==> config.mk <==
export PLATFORM = sky130hd
export DESIGN_NAME = e203_exu_longp_wbck_buf
export DESIGN_NICKNAME = d
export VERILOG_FILES = /design/src/rtl/e203_exu_longp_wbck_buf.sv
export SDC_FILE = /design/constraint.sdc
export NUM_CORES = 1
export LEC_CHECK = 0
export CAP_MARGIN = 20
export CORE_MARGIN = 2
export CORE_UTILIZATION = 30
export DETAILED_ROUTE_END_ITERATION = 6
export PLACE_DENSITY = 0.57
export SYNTH_ARGS = -nofsm -noshare
export SYNTH_HDL_FRONTEND = slang
export SYNTH_SLANG_ARGS = --single-unit
export TNS_END_PERCENT = 10
==> constraint.sdc <==
create_clock -name clk -period 2.2 [get_ports clk]
set_clock_uncertainty 0.1 [all_clocks]
set_input_delay 0.66 -clock clk [delete_from_list [all_inputs] [get_ports clk]]
set_output_delay 0.66 -clock clk [all_outputs]
set_load 0.01 [all_outputs]
==> src/rtl/e203_exu_longp_wbck_buf.sv <==
// e203_exu_longp_wbck_buf: in-order long-pipe writeback/exception collector with a one-entry output register
module e203_exu_longp_wbck_buf #(
    parameter int XLEN      = 32,
    parameter int PC_SIZE   = 32,
    parameter int ADDR_SIZE = 32,
    parameter int ITAG_W    = 1
) (
    input  logic                 clk,
    input  logic                 rst_n,
    input  logic                 lsu_wbck_i_valid,
    output logic                 lsu_wbck_i_ready,
    input  logic [XLEN-1:0]      lsu_wbck_i_wdat,
    input  logic [ITAG_W-1:0]    lsu_wbck_i_itag,
    input  logic                 lsu_wbck_i_err,
    input  logic                 lsu_cmt_i_buserr,
    input  logic                 lsu_cmt_i_ld,
    input  logic                 lsu_cmt_i_st,
    input  logic [ADDR_SIZE-1:0] lsu_cmt_i_badaddr,
    input  logic                 oitf_empty,
    input  logic [ITAG_W-1:0]    oitf_ret_ptr,
    input  logic [4:0]           oitf_ret_rdidx,
    input  logic                 oitf_ret_rdwen,
    input  logic [PC_SIZE-1:0]   oitf_ret_pc,
    output logic                 oitf_ret_ena,
    output logic                 longp_wbck_o_valid,
    input  logic                 longp_wbck_o_ready,
    output logic [XLEN-1:0]      longp_wbck_o_wdat,
    output logic [4:0]           longp_wbck_o_rdidx,
    output logic                 longp_excp_o_valid,
    input  logic                 longp_excp_o_ready,
    output logic                 longp_excp_o_ld,
    output logic                 longp_excp_o_st,
    output logic                 longp_excp_o_buserr,
    output logic                 longp_excp_o_insterr,
    output logic [ADDR_SIZE-1:0] longp_excp_o_badaddr,
    output logic [PC_SIZE-1:0]   longp_excp_o_pc
);
    typedef struct packed {
        logic                 excp;
        logic [XLEN-1:0]      wdat;
        logic [4:0]           rdidx;
        logic                 ld;
        logic                 st;
        logic                 buserr;
        logic [ADDR_SIZE-1:0] badaddr;
        logic [PC_SIZE-1:0]   pc;
    } pay_t;
    logic buf_vld_q, buf_vld_d;
    pay_t pay_q, pay_d;
    logic match, need_buf, drain, accept, capture;
    always_comb begin
        match            = lsu_wbck_i_valid & ~oitf_empty & (lsu_wbck_i_itag == oitf_ret_ptr);
        need_buf         = lsu_wbck_i_err | oitf_ret_rdwen;
        drain            = buf_vld_q & (pay_q.excp ? longp_excp_o_ready : longp_wbck_o_ready);
        lsu_wbck_i_ready = rst_n & match & (~need_buf | ~buf_vld_q | drain);
        accept           = lsu_wbck_i_valid & lsu_wbck_i_ready;
        capture          = accept & need_buf;
        buf_vld_d        = capture | (buf_vld_q & ~drain);
        pay_d            = capture ? '{excp: lsu_wbck_i_err, wdat: lsu_wbck_i_wdat, rdidx: oitf_ret_rdidx,
                                       ld: lsu_cmt_i_ld, st: lsu_cmt_i_st, buserr: lsu_cmt_i_buserr,
                                       badaddr: lsu_cmt_i_badaddr, pc: oitf_ret_pc} : pay_q;
    end
    always_ff @(posedge clk or negedge rst_n) begin
        if (!rst_n) begin
            buf_vld_q <= 1'b0;
            pay_q     <= '0;
        end else begin
            buf_vld_q <= buf_vld_d;
            pay_q     <= pay_d;
        end
    end
    assign oitf_ret_ena         = accept;
    assign longp_wbck_o_valid   = buf_vld_q & ~pay_q.excp;
    assign longp_excp_o_valid   = buf_vld_q & pay_q.excp;
    assign longp_wbck_o_wdat    = pay_q.wdat;
    assign longp_wbck_o_rdidx   = pay_q.rdidx;
    assign longp_excp_o_ld      = pay_q.ld;
    assign longp_excp_o_st      = pay_q.st;
    assign longp_excp_o_buserr  = pay_q.buserr;
    assign longp_excp_o_insterr = 1'b0;
    assign longp_excp_o_badaddr = pay_q.badaddr;
    assign longp_excp_o_pc      = pay_q.pc;
endmodule
# [Word-level counts from Yosys, hierarchy flattened]
# Index checks and enable logic that the tools add are counted.
[op_classes] mux=1 bitwise_logic=19 eq_ne=1
[ops] op="1-bit AND" count=10
[ops] op="1-bit NOT" count=5
[ops] op="1-bit bitwise OR" count=4
[ops] op="1-bit equality test" count=1
[ops] op="1-bit 2-to-1 mux" count=1
[totals] inputBits=114 out_inout_bits=109 regBits=106 elab_cells=30

# [Logic depth before layout (Yosys ltp)]
[depth] word_depth=8 mapped_depth=6 depth_no_buf=4

# [Worst setup path before layout]
# Ideal clock, no wire load.
[synth_timing] path_type="input-to-reg" start="input port oitf_empty" end="register pay_q (netlist bit longp_excp_o_badaddr[0])" slack_ns=0.085 cell_stages=6 n_path_buf=2 required_ns=1.973 setup_time_ns=0.127 arrival_time_ns=1.888 cell_sequence="and3b_1 -> nand2_1 -> nor3b_4 -> buf_6 -> buf_6 -> mux2_1"
[synth_between] elab_chain_len=7
[synth_rtl] item="from (decl)" line_no="19" source="input logic oitf_empty,"
[synth_rtl] item="1-bit NOT" line_no="52" source="match = lsu_wbck_i_valid & ~oitf_empty & (lsu_wbck_i_itag == oitf_ret_ptr);"
[synth_rtl] item="1-bit AND (2 in a row)" line_no="52"
[synth_rtl] item="1-bit AND (2 in a row)" line_no="55" source="lsu_wbck_i_ready = rst_n & match & (~need_buf | ~buf_vld_q | drain);"
[synth_rtl] item="1-bit AND" line_no="56" source="accept = lsu_wbck_i_valid & lsu_wbck_i_ready;"
[synth_rtl] item="1-bit AND" line_no="57" source="capture = accept & need_buf;"
[synth_rtl] item="to (signal assigned)" line_no="69" source="pay_q <= pay_d;"
[synth_rtl] item="to (decl)" line_no="49" source="pay_t pay_q, pay_d;"
# Every way passes these cells.
# A chain may end at the register's enable or synchronous reset.

# [Final worst setup path]
[layout_timing] start="input port oitf_empty" end="register pay_q (netlist bit longp_wbck_o_wdat[21])"
# Same word-level chain as after synthesis.

==> metrics.yaml <==
outcome: "finished clean"
yosysTopAreaCellShare: 0.552
synth_edf_count: 0
syn_area_per_cell_um2: 14.1
grt.total_usage: 0.124
syn-cell-area_um2: 4810
period_minus_slack_ns: 2.17
slew_headroom: 0.479
finalCritPeriodShare: 0.988
cts.htree.levels: 3
synthMuxAreaShare: 0.246
final_antenna_net_count: 0
layout-drive-gt1-share: 0.228
clkLatencyLatePin_ns: 0.34
worst_pin_slew_ns: 0.781
rsz0062_at_grt: "yes"
arrival_ns: 2.31
yosys_warnings: 0
syn_nets: 455
met1_usage: 0.148
endpoint_kind: "flip-flop"
reg2reg_from: "pay_q[104]"
power_mw: 6.74
synth-xor-area-share: 0.00182
hpwl_mm: 8.00
clock-sinks: 106
synth_top_family_by_area: "multiplexers"
synth_async_sr_flop_share: 1.00
core_um2: 15800
clk_pin_slew_ns: 0.07
cts_tree: "yes"
dr_total_vias: 2943
area_delta_synth_final_pct: 49.0
rows: 46
viasPerCell: 4.14
final_util: 0.454
diodes: 0
fin_setup_tns_ns: 0
ys_top_cells_by_count: "dfrtp_1, buf_4, mux2_1"
drtPass1Iterations: 3
grt_util_met3: 0.0489
die_y_um: 131
route.detailed.drc: 0
yosysTopAreaCell: "dfrtp_1"
clock.fmax_mhz: 460
antenna_found_initial: 0
synth.most_common_cell: "dfrtp_1"
met2_usage: 0.199
power.density_nw_per_um2: 941
grt_max_degree: 61
crit_start: "oitf_empty"
worstSetupPathType: "in2reg"
die_w_um: 131
ys_ff_latch: 106
synthTopCellsByArea: "dfrtp_1, buf_4, mux2_1"
drt_iter0_drc: 47
nNetsFinal: 604
grt_pass1_vias: 3139
pin_count: 223
synth-compound-area-share: 0.00573
synthAdderAreaFrac: 0
irDropWorstVdd_mv: 0.390
grt_pass1_wl_mm: 16.1
totalWireLength_mm: 11.3
critPathMaxFanout: 8
cts_hold_buf: 0
cts-root-buf: "clkbuf_16"
clockBufferDepth: 2
gp_congestion: 0.734
synthCells: 341
overflow: 0
min_path_type: "in2async"
top_usage_layer: "met2"
slew_viol_final: 0
wl_per_cell_um: 15.9
critical_path_required_ns: 2.33
power_leakage_nw: 3.03
setup_violations: 0
numPortBuffers: 221
initial_core_util: 0.305
synth_cell_types: 19
synth_ff_type: "dfrtp_1"
die_area_um2: 17000
crit_path_start_kind: "input port"
ys_seq_area_frac: 0.552
finalHoldViolCount: 0
synthSimpleGateAreaFrac: 0.0125
cap_violations: 0
numCtsBuffers: 9
-- worst max-delay path, cell delays in order --
cell	delay, ns
clkdlybuf4s15_1	0.17
and3b_2	0.25
nand2_2	0.07
buf_6	0.13
nor3b_4	0.20
buf_12	0.15
clkbuf_16	0.18
clkbuf_16	0.16
mux2_2	0.33
-- flip-flops by register name (all words and copies together) (netlist names) --
| name | flops |
|---|---|
| longp_excp_o_badaddr | 32 |
| longp_excp_o_pc | 32 |
| longp_wbck_o_wdat | 32 |
| longp_wbck_o_rdidx | 5 |
| buf_vld_q | 1 |
| longp_excp_o_buserr | 1 |
| longp_excp_o_ld | 1 |
| longp_excp_o_st | 1 |
| pay_q | 1 |
-- what timing repair did --
item,in CTS,in global routing
resized for setup,22,24
pin swaps,7,7
endpoints found under the setup margin,108,106
endpoints found under the hold margin,0,0
buffers inserted,1,2
cloned,0,8
-- where the power goes --
group          internal (mW)  switching (mW)
registers               2.51           0.276
clock network          0.943           0.698
logic                   1.53           0.787
-- cell usage in the layout (no fill, tap or decap), drive strengths merged --
cell and n:
a41o 1, and2 1, and3b 1, buf 27
bufinv 1, clkbuf 21, clkdlybuf4s15 2, clkdlybuf4s50 208
clkinv 1, clkinvlp 2, conb 1, dfrtp 106
dlygate4sd2 5, inv 1, mux2 104, mux2i 1
nand2 2, nor2 5, nor3b 1, o21a 1
o21ai 2, xnor2 1
-- cell type report --
cell class / count / area, um2
fillers: 1457 / 8610
flip-flops and latches: 106 / 2650
repair buffers: 251 / 2580
multi-input cells: 121 / 1340
well taps: 216 / 270
clock buffers: 12 / 256
clock inverters: 4 / 50.0
inverters: 1 / 3.75
-- layer usage --
metal | share of wire | wire length [um]
met1 | 0.41 | 4670
met2 | 0.47 | 5320
met3 | 0.097 | 1100
met4 | 0.018 | 206
met5 | 0 | 0
-- through the flow --
stage	std cells	cell area [um2]	setup WS [ns]	hold WS [ns]
global route	711	7160	-0.00272	0.395
CTS	701	6900	0.00627	0.369
global placement	684	6600	-0.624	0.367
floorplan	341	4810	0.0848	0.264
finish	711	7160	0.0258	0.355
detailed placement	684	6600	-0.616	0.374
-- path summary, 6_finish.rpt --
path	end	slack, ns	cells after the start
worst max-delay path	longp_wbck_o_wdat[21]	0.03	9
worst min-delay path	longp_excp_o_pc[20]	0.36	2
worst max register to register	longp_wbck_o_wdat[21]	0.15	8
worst min register to register	longp_excp_o_badaddr[7]	0.38	1
max in group asynchronous	longp_excp_o_pc[10]	0.44	3
min in group clk	longp_excp_o_badaddr[7]	0.38	1
-- cell families after synthesis --
kind of cell | Yosys count
xor gates and xnor gates | 1
and+or+nand+nor | 10
AOI/OAI and AO/OA | 4
DFF | 106
other | 1
muxes | 105
buffers and inverters | 114
Note: power is estimated with default switching activity, not from simulation.
